==> config.mk <==
export PLATFORM = sky130hd
export DESIGN_NAME = poly_tone_synth
export DESIGN_NICKNAME = d
export VERILOG_FILES = /design/src/rtl/poly_tone_synth.sv
export SDC_FILE = /design/constraint.sdc
export NUM_CORES = 1
export LEC_CHECK = 0
export ABC_CLOCK_PERIOD_IN_PS = 6600
export CAP_MARGIN = 0
export CORE_ASPECT_RATIO = 0.75
export CORE_MARGIN = 1
export CORE_UTILIZATION = 45
export CTS_BUF_LIST = sky130_fd_sc_hd__clkbuf_4 sky130_fd_sc_hd__clkbuf_8
export DETAILED_ROUTE_END_ITERATION = 10
export PLACE_DENSITY = 0.64
export SYNTH_ARGS = -nofsm -noshare
export SYNTH_HDL_FRONTEND = slang
export SYNTH_SLANG_ARGS = --single-unit
==> constraint.sdc <==
create_clock -name clk -period 6.6 [get_ports clk]
set_clock_uncertainty 0.1 [all_clocks]
set_input_delay 1.98 -clock clk [delete_from_list [all_inputs] [get_ports clk]]
set_output_delay 1.98 -clock clk [all_outputs]
set_load 0.005 [all_outputs]
==> src/rtl/poly_tone_synth.sv <==
// rtl/poly_tone_synth.sv - NUM_CH-channel square-wave synth with weighted mix and sigma-delta output
// Retunes on active channels wait in a one-entry shadow until the next toggle edge.
module poly_tone_synth #(
  parameter  int NUM_CH = 6,
  parameter  int HP_W   = 16,
  parameter  int VOL_W  = 4,
  localparam int CH_W   = (NUM_CH > 1) ? $clog2(NUM_CH) : 1,
  localparam int MIX_W  = VOL_W + $clog2(NUM_CH + 1)
) (
  input  logic              clk,
  input  logic              reset,
  input  logic              cfg_valid,
  output logic              cfg_ready,
  input  logic [CH_W-1:0]   cfg_ch,
  input  logic [HP_W-1:0]   cfg_half_period,
  input  logic [VOL_W-1:0]  cfg_volume,
  input  logic [NUM_CH-1:0] note_en,
  output logic [NUM_CH-1:0] ch_level,
  output logic [MIX_W-1:0]  mix_out,
  output logic              sound_out
);

  localparam logic [CH_W:0] NUM_CH_X = (CH_W + 1)'(NUM_CH);

  logic [HP_W-1:0]   hp_q     [NUM_CH];
  logic [HP_W-1:0]   hp_d     [NUM_CH];
  logic [VOL_W-1:0]  vol_q    [NUM_CH];
  logic [VOL_W-1:0]  vol_d    [NUM_CH];
  logic [HP_W-1:0]   sh_hp_q  [NUM_CH];
  logic [HP_W-1:0]   sh_hp_d  [NUM_CH];
  logic [VOL_W-1:0]  sh_vol_q [NUM_CH];
  logic [VOL_W-1:0]  sh_vol_d [NUM_CH];
  logic [HP_W-1:0]   cnt_q    [NUM_CH];
  logic [HP_W-1:0]   cnt_d    [NUM_CH];
  logic [NUM_CH-1:0] pending_q, pending_d;
  logic [NUM_CH-1:0] ch_level_q, ch_level_d;
  logic [MIX_W-1:0]  mix_q, mix_d;
  logic [MIX_W-1:0]  acc_q, acc_d;
  logic              sound_q, sound_d;

  logic              sel_pending;
  logic              cfg_in_range;
  logic              cfg_accept;
  logic [NUM_CH-1:0] ch_active;
  logic [NUM_CH-1:0] ch_wrap;
  logic [NUM_CH-1:0] ch_wr;
  logic [MIX_W:0]    sd_sum;

  // Out-of-range channel numbers never stall; they are accepted and dropped.
  always_comb begin
    sel_pending = 1'b0;
    for (int i = 0; i < NUM_CH; i++) begin
      if (cfg_ch == CH_W'(i)) sel_pending = pending_q[i];
    end
  end

  assign cfg_in_range = ({1'b0, cfg_ch} < NUM_CH_X);
  assign cfg_ready    = !reset && (!cfg_in_range || !sel_pending);
  assign cfg_accept   = cfg_valid && cfg_ready;

  always_comb begin
    ch_active = '0;
    ch_wrap   = '0;
    ch_wr     = '0;
    for (int i = 0; i < NUM_CH; i++) begin
      ch_active[i] = note_en[i] && (hp_q[i] != '0);
      ch_wrap[i]   = (cnt_q[i] == hp_q[i] - HP_W'(1));
      ch_wr[i]     = cfg_accept && (cfg_ch == CH_W'(i));
    end
  end

  always_comb begin
    hp_d       = hp_q;
    vol_d      = vol_q;
    sh_hp_d    = sh_hp_q;
    sh_vol_d   = sh_vol_q;
    cnt_d      = cnt_q;
    pending_d  = pending_q;
    ch_level_d = ch_level_q;
    for (int i = 0; i < NUM_CH; i++) begin
      if (ch_active[i]) begin
        if (ch_wrap[i]) begin
          ch_level_d[i] = ~ch_level_q[i];
          cnt_d[i]      = '0;
          if (pending_q[i]) begin
            hp_d[i]      = sh_hp_q[i];
            vol_d[i]     = sh_vol_q[i];
            pending_d[i] = 1'b0;
          end
        end else begin
          cnt_d[i] = cnt_q[i] + HP_W'(1);
        end
        // A write landing on a toggle edge still waits for the following toggle.
        if (ch_wr[i]) begin
          sh_hp_d[i]   = cfg_half_period;
          sh_vol_d[i]  = cfg_volume;
          pending_d[i] = 1'b1;
        end
      end else begin
        ch_level_d[i] = 1'b0;
        cnt_d[i]      = '0;
        if (pending_q[i]) begin
          hp_d[i]      = sh_hp_q[i];
          vol_d[i]     = sh_vol_q[i];
          pending_d[i] = 1'b0;
        end
        if (ch_wr[i]) begin
          hp_d[i]  = cfg_half_period;
          vol_d[i] = cfg_volume;
        end
      end
    end
  end

  always_comb begin
    mix_d = '0;
    for (int i = 0; i < NUM_CH; i++) begin
      if (ch_level_q[i]) mix_d = mix_d + MIX_W'(vol_q[i]);
    end
  end

  // First-order sigma-delta: the accumulator carry is the output bit.
  assign sd_sum  = {1'b0, acc_q} + {1'b0, mix_q};
  assign acc_d   = sd_sum[MIX_W-1:0];
  assign sound_d = sd_sum[MIX_W];

  always_ff @(posedge clk) begin
    if (reset) begin
      for (int i = 0; i < NUM_CH; i++) begin
        hp_q[i]     <= '0;
        vol_q[i]    <= '0;
        sh_hp_q[i]  <= '0;
        sh_vol_q[i] <= '0;
        cnt_q[i]    <= '0;
      end
      pending_q  <= '0;
      ch_level_q <= '0;
      mix_q      <= '0;
      acc_q      <= '0;
      sound_q    <= 1'b0;
    end else begin
      for (int i = 0; i < NUM_CH; i++) begin
        hp_q[i]     <= hp_d[i];
        vol_q[i]    <= vol_d[i];
        sh_hp_q[i]  <= sh_hp_d[i];
        sh_vol_q[i] <= sh_vol_d[i];
        cnt_q[i]    <= cnt_d[i];
      end
      pending_q  <= pending_d;
      ch_level_q <= ch_level_d;
      mix_q      <= mix_d;
      acc_q      <= acc_d;
      sound_q    <= sound_d;
    end
  end

  assign ch_level  = ch_level_q;
  assign mix_out   = mix_q;
  assign sound_out = sound_q;

endmodule

==> results.md, run 1 <==
* Setup violations, final at 0
* Synth Warn # at 0
* Placed Cells at 2891
* Crit-path max FO at 10
* Non-filler instance count after layout at 2995
* Post-CTS Setup Bufs at 0
* Worst-Skew Late Latency at 0.64 ns
* Proportion of layout cells with a drive suffix above 1 at 7.18%
* Die footprint at 46100 sq um
* Clock buffer depth at 3
* Die Y at 186 um
* Largest area contributor in the netlist: dfxtp_1
* Share of the synthesized area in the top cell type at 35.7%
* Antenna viol nets, final at 0
* DRT Pass-1 Iters at 7
* Ys async rst share at 0%
* Psw at 1.39 mW
* Drt wl/cell at 17.8 um
* GRT overflow at 0
* Max-cap violations at 0
* Pre-CTS WS at 0.471 ns
* RSZ-0062 raised after global routing: no
* Via count at 16900
* Power Internal at 3.77 mW
* Total Routing Usage GR at 22.8%
* CTS tree: built
* Most frequent cells after synthesis: 383 x nor2_1, 363 x dfxtp_1, 265 x mux2i_1
* HPWL Detailed at 35700 um
* Worst path required time at 4.52 ns
* Most common cell in the netlist: nor2_1
* Initial core utilization at 45.6%
* Worst Tran Pin Value at 1.24 ns
* Comb power frac at 12.6%
* Root Buffer: clkbuf_8
* Final Hold Fails at 0
* RePlAce Congestion at 0.855
* TritonCTS Buffers at 60
* # clock sinks at 363
* Final Util at 50.0%
* Synthesis-stage register bit count at 363
* Port Buf Inserts at 46
* Post-CTS Resized at 0
* Outcome: finished clean
* VDD IR max at 142 uV
* Global-route wire length before repair at 84200 um
* Via-to-Cell Ratio at 5.65
* Antenna violations before repair at 2
* Switching fraction of total power at 27.0%
* P_leak at 8.71 nW
* Sequential cell area fraction in the yosys report at 35.7%
* Slew Viols, Final at 0
* Worst Slack Setup Final at 0.484 ns
* Core Rows at 67
* Horiz. Die Dim at 247 um
* Worst min-delay path category: reg2reg
* P&R area growth vs syn at 9.63%
* Fmax at 164 MHz
* Crit path kind: in2out
* Minimum clock period at 6.12 ns
* Slew margin rel. at 17.0%
* Setup TNS at 0 ns
* Clock-pin slew on the worst setup and hold paths at 0.06 ns
* Period Utilization, post-route at 92.7%
* Power Density at 231 nW/um^2
* Crit path DAT at 4.04 ns
* Synthesized area at 20300 sq um
* Wirelength, routed at 53300 um
* Synth top area cells: dfxtp_1 36%, mux2i_1 13%, nor2_1 7.1%
* Clock power share at 43.2%
* Reg power frac at 44.2%
* Largest net degree at the start of global routing at 132
* Vias in the first global route at 15600
* Core Area at 44600 sq um
* # DRC at 0
* Top_reg_cell synth: dfxtp_1
* Synthesized Nets at 2494
* Startpoint types: input port
* # IOs at 47
* Synth unique cells at 84
* Syn_area_per_cell at 8.41 sq um
* Post-synth EDFFs at 0
* Syn Inst Count at 2417
* H-tree depth at 2
* DR iter-0 viols at 1418
* CTS Hold Buffers Added at 0
* CP Capture Type: primary output
* Nets at 2444
==> cell families after synthesis <==
logic type / share of synthesized area (%)
DFF: 35.7
buffers and inverters: 4.74
and+or+nand+nor: 21.0
adders and majority gates: 2.99
AOI/OAI and AO/OA: 12.2
xor gates and xnor gates: 9.56
muxes: 13.7
==> worst paths after layout <==
| kind | start | end | slack, ns | cells past startpoint |
|---|---|---|---|---|
| setup / recovery | cfg_ch[0] | cfg_ready | 0.48 | 6 |
| hold / removal | sh_hp_q[71] | sh_hp_q[71] | 0.36 | 2 |
| setup reg to reg | ch_level[0] | mix_out[6] | 1.06 | 23 |
| hold reg to reg | sh_hp_q[71] | sh_hp_q[71] | 0.36 | 2 |
==> power groups by stage <==
stage	Combinational, mW	Clock (mW)	Sequential (mW)
after global placement	0.624	0	2.32
final	0.649	2.23	2.28
after detailed placement	0.642	0	2.33
after CTS	0.645	2.28	2.28
after global routing	0.705	2.38	2.28
after floorplan	0.498	0	2.30
==> flip-flops by register name (all words and copies together) (netlist names) <==
signal,flops
vol_q,24
hp_q,96
acc_q,7
cnt_q,96
ch_level,6
sh_hp_q,96
mix_out,7
pending_q,6
sound_out,1
sh_vol_q,24
==> stage by stage <==
step / area (sq um) / power (mW) / hold slack (ns)
3_5_place_dp: 21000 / 2.97 / 0.349
5_1_grt: 22300 / 5.37 / 0.371
3_3_place_gp: 21000 / 2.95 / 0.344
4_1_cts: 22300 / 5.20 / 0.357
6_report: 22300 / 5.16 / 0.355
2_1_floorplan: 20300 / 2.80 / 0.336
==> final cells by class <==
| cell class | instances | area (sq um) |
|---|---|---|
| flip-flops and latches | 363 | 7270 |
| diodes | 1 | 2.50 |
| well taps | 586 | 733 |
| clock inverters | 17 | 245 |
| clock buffers | 86 | 1090 |
| repair buffers | 70 | 657 |
| multi-input cells | 1827 | 12100 |
| inverters | 45 | 169 |
| fillers | 4190 | 22300 |
==> placed cells by master (no fill, tap or decap), types with 16 or more instances in the layout <==
| master | netlist | routed |
|---|---|---|
| nor2_1 | 383 | 381 |
| dfxtp_1 | 363 | 363 |
| mux2i_1 | 265 | 265 |
| nand2_1 | 184 | 184 |
| a21oi_1 | 136 | 135 |
| xnor2_1 | 133 | 133 |
| xor2_1 | 89 | 89 |
| nand3_1 | 79 | 79 |
| clkbuf_8 | 0 | 72 |
| o21ai_0 | 67 | 67 |
| nor3_1 | 55 | 54 |
| clkdlybuf4s50_1 | 0 | 45 |
| inv_1 | 44 | 44 |
| ha_1 | 39 | 39 |
| o221ai_1 | 35 | 35 |
| nand4_1 | 28 | 28 |
| and3_1 | 28 | 28 |
| a211o_1 | 25 | 25 |
| nor2b_1 | 23 | 23 |
| buf_4 | 10 | 23 |
| nor4_1 | 22 | 22 |
| a211oi_1 | 16 | 16 |
==> worst max-delay path: stages <==
cell and delay (ns):
clkdlybuf4s50_1 0.65, mux2_2 0.38, a21oi_1 0.24, o21ai_0 0.17, inv_1 0.10, clkdlybuf4s50_1 0.51
==> metal layers <==
metal  up-vias  GRT usage (%)  wire length [um]
met1      8084           32.1             25700
li1       8318              -                 -
met3        85           4.09              2980
met5         -              0                 0
met4         0           7.48              1410
met2       423           34.9             23100
Note: power is estimated with default switching activity, not from simulation.
==> run 2, diff against run 1 <==
Settings changed: ABC_CLOCK_PERIOD_IN_PS 6600 to 5400, CTS_CLUSTER_SIZE set to 16, PLACE_DENSITY 0.64 to 0.66.
Clock period 6.6 ns to 5.4 ns, I/O delays scaled along.
==> run 2 against run 1 <==
  * Via count up 0.47%
  * Routed wire length down 0.88%
  * Design area up 0.28%
  * Core utilization up 0.14 points
  * Flip-flop and latch count unchanged
  * Combinational power up 23%
  * Final cell count up 0.10%
  * Clock power up 17%
  * Worst hold slack better by 0.00068 ns
  * Critical path depth up 17
  * Clock-buffer cell count unchanged
  * Non-clock buffer count up 10
  * Critical endpoint is now mix_out[6]
==> results.md, run 2 (synthesis results as in run 1) <==
* Core Area at 44600 sq um
* Antenna viol nets, final at 0
* RSZ-0062 raised after global routing: no
* Setup violations, final at 0
* Worst path required time at 5.80 ns
* CTS Hold Buffers Added at 0
* Area post-placement at 21000 sq um
* Slew Viols, Final at 0
* Root Buffer: clkbuf_8
* Clock-pin slew on the worst setup and hold paths at 0.07 ns
* P&R area growth vs syn at 9.94%
* Hold slack at 0.356 ns
* Top sig layer: met4
* P_leak at 8.75 nW
* Vias in the first global route at 15500
* Die Y at 186 um
* Startpoint types: flip-flop
* Area of the multi-input gates at 12200 sq um
* CTS tree: built
* Worst Tran Pin Value at 1.15 ns
* Total Routing Usage GR at 22.3%
* VDD IR max at 212 uV
* # IOs at 47
* DRT Pass-1 Iters at 8
* Fillers at 4195
* Worst-Skew Late Latency at 0.62 ns
* GRT overflow at 0
* Crit path kind: reg2reg
* Minimum clock period at 5.22 ns
* Antenna violations before repair at 1
* Placed Cells at 2899
* Nets at 2450
* Critical Path Most Common Cell: ha_1
* Drt wl/cell at 17.6 um
* CP Capture Type: flip-flop
* DR iter-0 viols at 1417
* Via count at 17000
* Initial core utilization at 45.6%
* Core Rows at 67
* Largest net degree at the start of global routing at 81
* H-tree depth at 2
* Met3 wire length at 3180 um
* Finished Cell Area at 22400 sq um
* Power, Total at 6.19 mW
* # DRC at 0
* Non-filler instance count after layout at 2998
* CP max-delay cell: fa_1
* RePlAce Congestion at 0.926
* DRT met1 WL at 25800 um
* Wirelength, routed at 52800 um
* Reg area at 7270 sq um
* Crit path DAT at 5.62 ns
* TritonCTS Buffers at 56
* Period Utilization, post-route at 96.7%
* Global-route wire length before repair at 83000 um
* Proportion of layout cells with a drive suffix above 1 at 7.80%
* Fmax at 192 MHz
* Largest regs: cnt_q x96, hp_q x96, sh_hp_q x96
* CP top delay family: adder cells
* Most frequent cells in the layout: 381 x nor2_1, 362 x dfxtp_1, 263 x mux2i_1, 184 x nand2_1
* Final Hold Fails at 0
* Metal2 WL at 22600 um
* HPWL Detailed at 35700 um
* Commonest non-fill, non-tap cell in the layout: nor2_1
* Slew margin rel. at 22.8%
* Outcome: finished clean
* # clock sinks at 363
* Max incr delay on CP at 0.47 ns
* Worst min-delay path category: reg2reg
* Horiz. Die Dim at 247 um
* Crit-path max FO at 7
* WP buf/inv at 2
* Max-cap violations at 0
* Power Density at 277 nW/um^2
* Via-to-Cell Ratio at 5.67
* Clock buffer depth at 3
* Pre-CTS WS at -0.117 ns
* Worst Slack Setup Final at 0.180 ns
* Cell breakdown of the critical path: and2_4 > ha_1 > inv_1 > fa_1 > mux2i_4 > fa_1 > mux2_2 > ha_1 > a21oi_2 > nor2b_2 > nor2_1 > xnor2_1 > mux2i_2 > inv_1 > ha_1 > and3_1 > a221o_1 > nand2_1 > mux2i_1 > o2bb2ai_1 > xnor2_2 > a31oi_1 > o21a_1
* Setup TNS at 0 ns
* Die footprint at 46100 sq um
* Port Buf Inserts at 46
* Final Util at 50.1%
run 2: changes by cell type in the layout (fill, tap and decap cells not counted), sizes merged:
cell and delta:
clkbuf -1, inv +1, clkinv -3, buf +11, bufinv -1, clkinvlp -4
run 2: what timing repair did:
action | in CTS | in global routing
resized for setup | 4 | 10
pin swaps | 1 | 5
setup endpoints to repair | 2 | 4
setup buffers | 1 | 1
run 2: per-layer routing:
| layer | global-route usage (%) | vias up |
|---|---|---|
| met5 | 0 | - |
| met1 | 32.4 | 8124 |
| met4 | 6.16 | 0 |
| met3 | 3.71 | 80 |
| met2 | 33.9 | 460 |
| li1 | - | 8325 |
run 2: cell type report:
class / instances / area share, %
antenna: 1 / 0.0112
clock buffer: 86 / 4.85
clock inverter: 10 / 0.800
inverter: 45 / 0.756
multi-input combinational: 1827 / 54.6
sequential: 363 / 32.5
tap: 586 / 3.28
timing repair buffer: 80 / 3.21
run 2: worst min-delay path, delay by kind of cell (launching register included):
family,cells,cell delay [ns]
DFF,1,0.31
and+or+nand+nor,1,0.05
AOI/OAI and AO/OA,1,0.05
run 2: power breakdown:
group | total, mW | switching, mW | internal [mW]
clock network | 2.61 | 1.10 | 1.51
logic | 0.796 | 0.487 | 0.309
registers | 2.78 | 0.0646 | 2.72
run 2: final timing paths:
check | start | cells after the start | endpoint | slack [ns]
worst min-delay path | sh_hp_q[66] | 2 | sh_hp_q[66] | 0.36
worst max register to register | ch_level[0] | 23 | mix_out[6] | 0.18
worst max-delay path | ch_level[0] | 23 | mix_out[6] | 0.18
worst min register to register | sh_hp_q[66] | 2 | sh_hp_q[66] | 0.36
==> run 3, diff against run 2 <==
Settings changed: ABC_CLOCK_PERIOD_IN_PS 5400 to 4200, CORE_MARGIN 1 to not set.
Clock period 5.4 ns to 4.2 ns, I/O delays scaled along.
==> run 3 against run 2 <==
  * The flow now finishes with violations (DRC, setup timing)
  * Design area increased by 2.2%
  * Critical path depth is 5 lower
  * Non-clock buffer count rose by 40
  * Clock power rose by 29%
  * Die area stayed put
  * Worst setup slack got worse by 0.86 ns
  * Fmax grew 6.9%
  * Global-route usage up 0.83 points
  * Total power is 29% higher
  * Clock-buffer cell count rose by 6
  * First-iteration DRC count is 17% lower
  * Core utilization is 1.1 points higher
  * Largest power group unchanged
==> results.md, run 3 (synthesis results as in run 1) <==
* Total Routing Usage GR at 23.2%
* RePlAce Congestion at 0.882
* # clock sinks at 363
* Ant diodes at 0
* Pre-CTS WS at -0.741 ns
* TritonCTS Buffers at 60
* Via count at 17300
* Core Area at 44600 sq um
* Internal reg-to-reg setup slack at -0.68 ns
* DRT Pass-1 Iters at 8
* Fmax at 205 MHz
* Placed Cells at 2939
* CP Capture Type: flip-flop
* GRT overflow at 0
* Worst Tran Pin Value at 1.03 ns
* Clock-pin slew on the worst setup and hold paths at 0.06 ns
* P&R area growth vs syn at 12.4%
* Worst min-delay path category: reg2reg
* Worst hold stages at 2
* Worst Slack Setup Final at -0.684 ns
* Slew Viols, Final at 0
* Crit path kind: reg2reg
* Wirelength, routed at 54300 um
* H-tree depth at 2
* Period Utilization, post-route at 116%
* Minimum clock period at 4.88 ns
* CTS Hold Buffers Added at 0
* Worst r2r dst: mix_out[6]
* Drt wl/cell at 17.9 um
* Startpoint types: flip-flop
* Non-filler instance count after layout at 3044
* Power, Total at 7.99 mW
* RR Startpoint: ch_level[0]
* Worst-Skew Late Latency at 0.64 ns
* Horiz. Die Dim at 247 um
* Via-to-Cell Ratio at 5.67
* # IOs at 47
* Port Buf Inserts at 46
* Outcome: finished with violations
* HPWL Detailed at 37000 um
* Setup violations, final at 6
* Worst path required time at 4.61 ns
* Global-route wire length before repair at 85800 um
* Nets at 2494
* RSZ-0062 raised after global routing: yes
* Max-cap violations at 0
* Commonest non-fill, non-tap cell in the layout: nor2_1
* Reg2Reg Depth at 18
* Crit-path max FO at 3
* DR iter-0 viols at 1178
* Largest net degree at the start of global routing at 90
* CP endpoint: mix_out[6]
* Antenna violations before repair at 1
* # DRC at 2
* P_leak at 8.97 nW
* Final Hold Fails at 0
* Worst Setup SP: ch_level[0]
* Vias in the first global route at 16100
* Die footprint at 46100 sq um
* Proportion of layout cells with a drive suffix above 1 at 10.4%
* CTS tree: built
* Slew margin rel. at 30.9%
* Clock buffer depth at 3
* Die Y at 186 um
* Failing checks: DRC, setup timing
* Hold slack at 0.357 ns
* Crit path DAT at 5.29 ns
* Core Rows at 67
* Most frequent cells in the layout: 381 x nor2_1, 361 x dfxtp_1, 264 x mux2i_1, 184 x nand2_1, 130 x xnor2_1
* Root Buffer: clkbuf_8
* Largest regs: cnt_q x96, hp_q x96, sh_hp_q x96
* Antenna viol nets, final at 0
* Power Density at 350 nW/um^2
* VDD IR max at 278 uV
* Initial core utilization at 45.6%
[run 3: cell count changes in the layout (fill, tap and decap cells not counted), moves of 3 or more]
cell / change
mux2_2: -3
a21oi_2: +5
a21oi_1: -5
mux2_4: +3
clkbuf_8: +9
fa_2: +3
fa_1: -3
clkinv_2: +3
ha_4: +7
buf_4: +38
ha_1: -7
bufinv_16: -3
[run 3: worst min-delay path by stage]
stage	start	endpoint	slack, ns
after floorplan	sh_hp_q[64]	sh_hp_q[64]	0.34
after global placement	sh_hp_q[79]	sh_hp_q[79]	0.34
after detailed placement	sh_hp_q[64]	sh_hp_q[64]	0.35
after CTS	sh_hp_q[64]	sh_hp_q[64]	0.36
after global routing	sh_vol_q[17]	sh_vol_q[17]	0.37
final	sh_hp_q[71]	sh_hp_q[71]	0.36
[run 3: critical path, cell delays in order, from the launching register on]
cell,delay (ns)
dfxtp_2,0.33
and2_4,0.16
ha_4,0.13
inv_2,0.04
fa_1,0.51
mux2i_4,0.19
fa_1,0.44
mux2_4,0.32
fa_2,0.53
mux2_4,0.18
inv_2,0.04
fa_2,0.55
a21oi_4,0.08
fa_2,0.38
a21o_1,0.21
a21oi_2,0.14
nor2b_2,0.06
and4_1,0.19
o21a_1,0.19
[run 3: layout make-up]
type	instances	area [sq um]
Clock inverter	11	110
Sequential cell	363	7270
Timing Repair Buffer	120	1040
Inverter	45	169
Clock buffer	92	1180
Fill cell	4160	21700
Tap cell	586	733
Multi-Input combinational cell	1827	12300
[run 3: repair_timing]
action / CTS / global route
resized for setup: 6 / 13
pin swaps: 8 / 19
setup buffers: 1 / 1
endpoints found under the setup margin: 7 / 6
[run 3: power breakdown]
group	switching, mW	internal (mW)	total, mW
logic	0.630	0.411	1.04
clock network	1.48	1.89	3.37
registers	0.0837	3.50	3.58
[run 3: stage by stage]
stage	TNS (ns)	utilization (%)	cell area, sq um
floorplan	-1.54	-	20500
global placement	-2.79	48.1	21500
detailed placement	-3.19	48.1	21500
CTS	-3.20	51.0	22800
global route	-4.01	51.2	22800
finish	-3.14	51.2	22800
[run 3: per-layer routing]
metal | GRT usage [%] | vias to the layer above | routed length (um) | share of wire [%]
li1 | - | 8427 | - | -
met1 | 31.6 | 8271 | 25300 | 46
met2 | 36.8 | 455 | 24100 | 44
met3 | 3.94 | 101 | 3260 | 6.0
met4 | 8.05 | 0 | 1680 | 3.1
met5 | 0 | - | 0 | 0
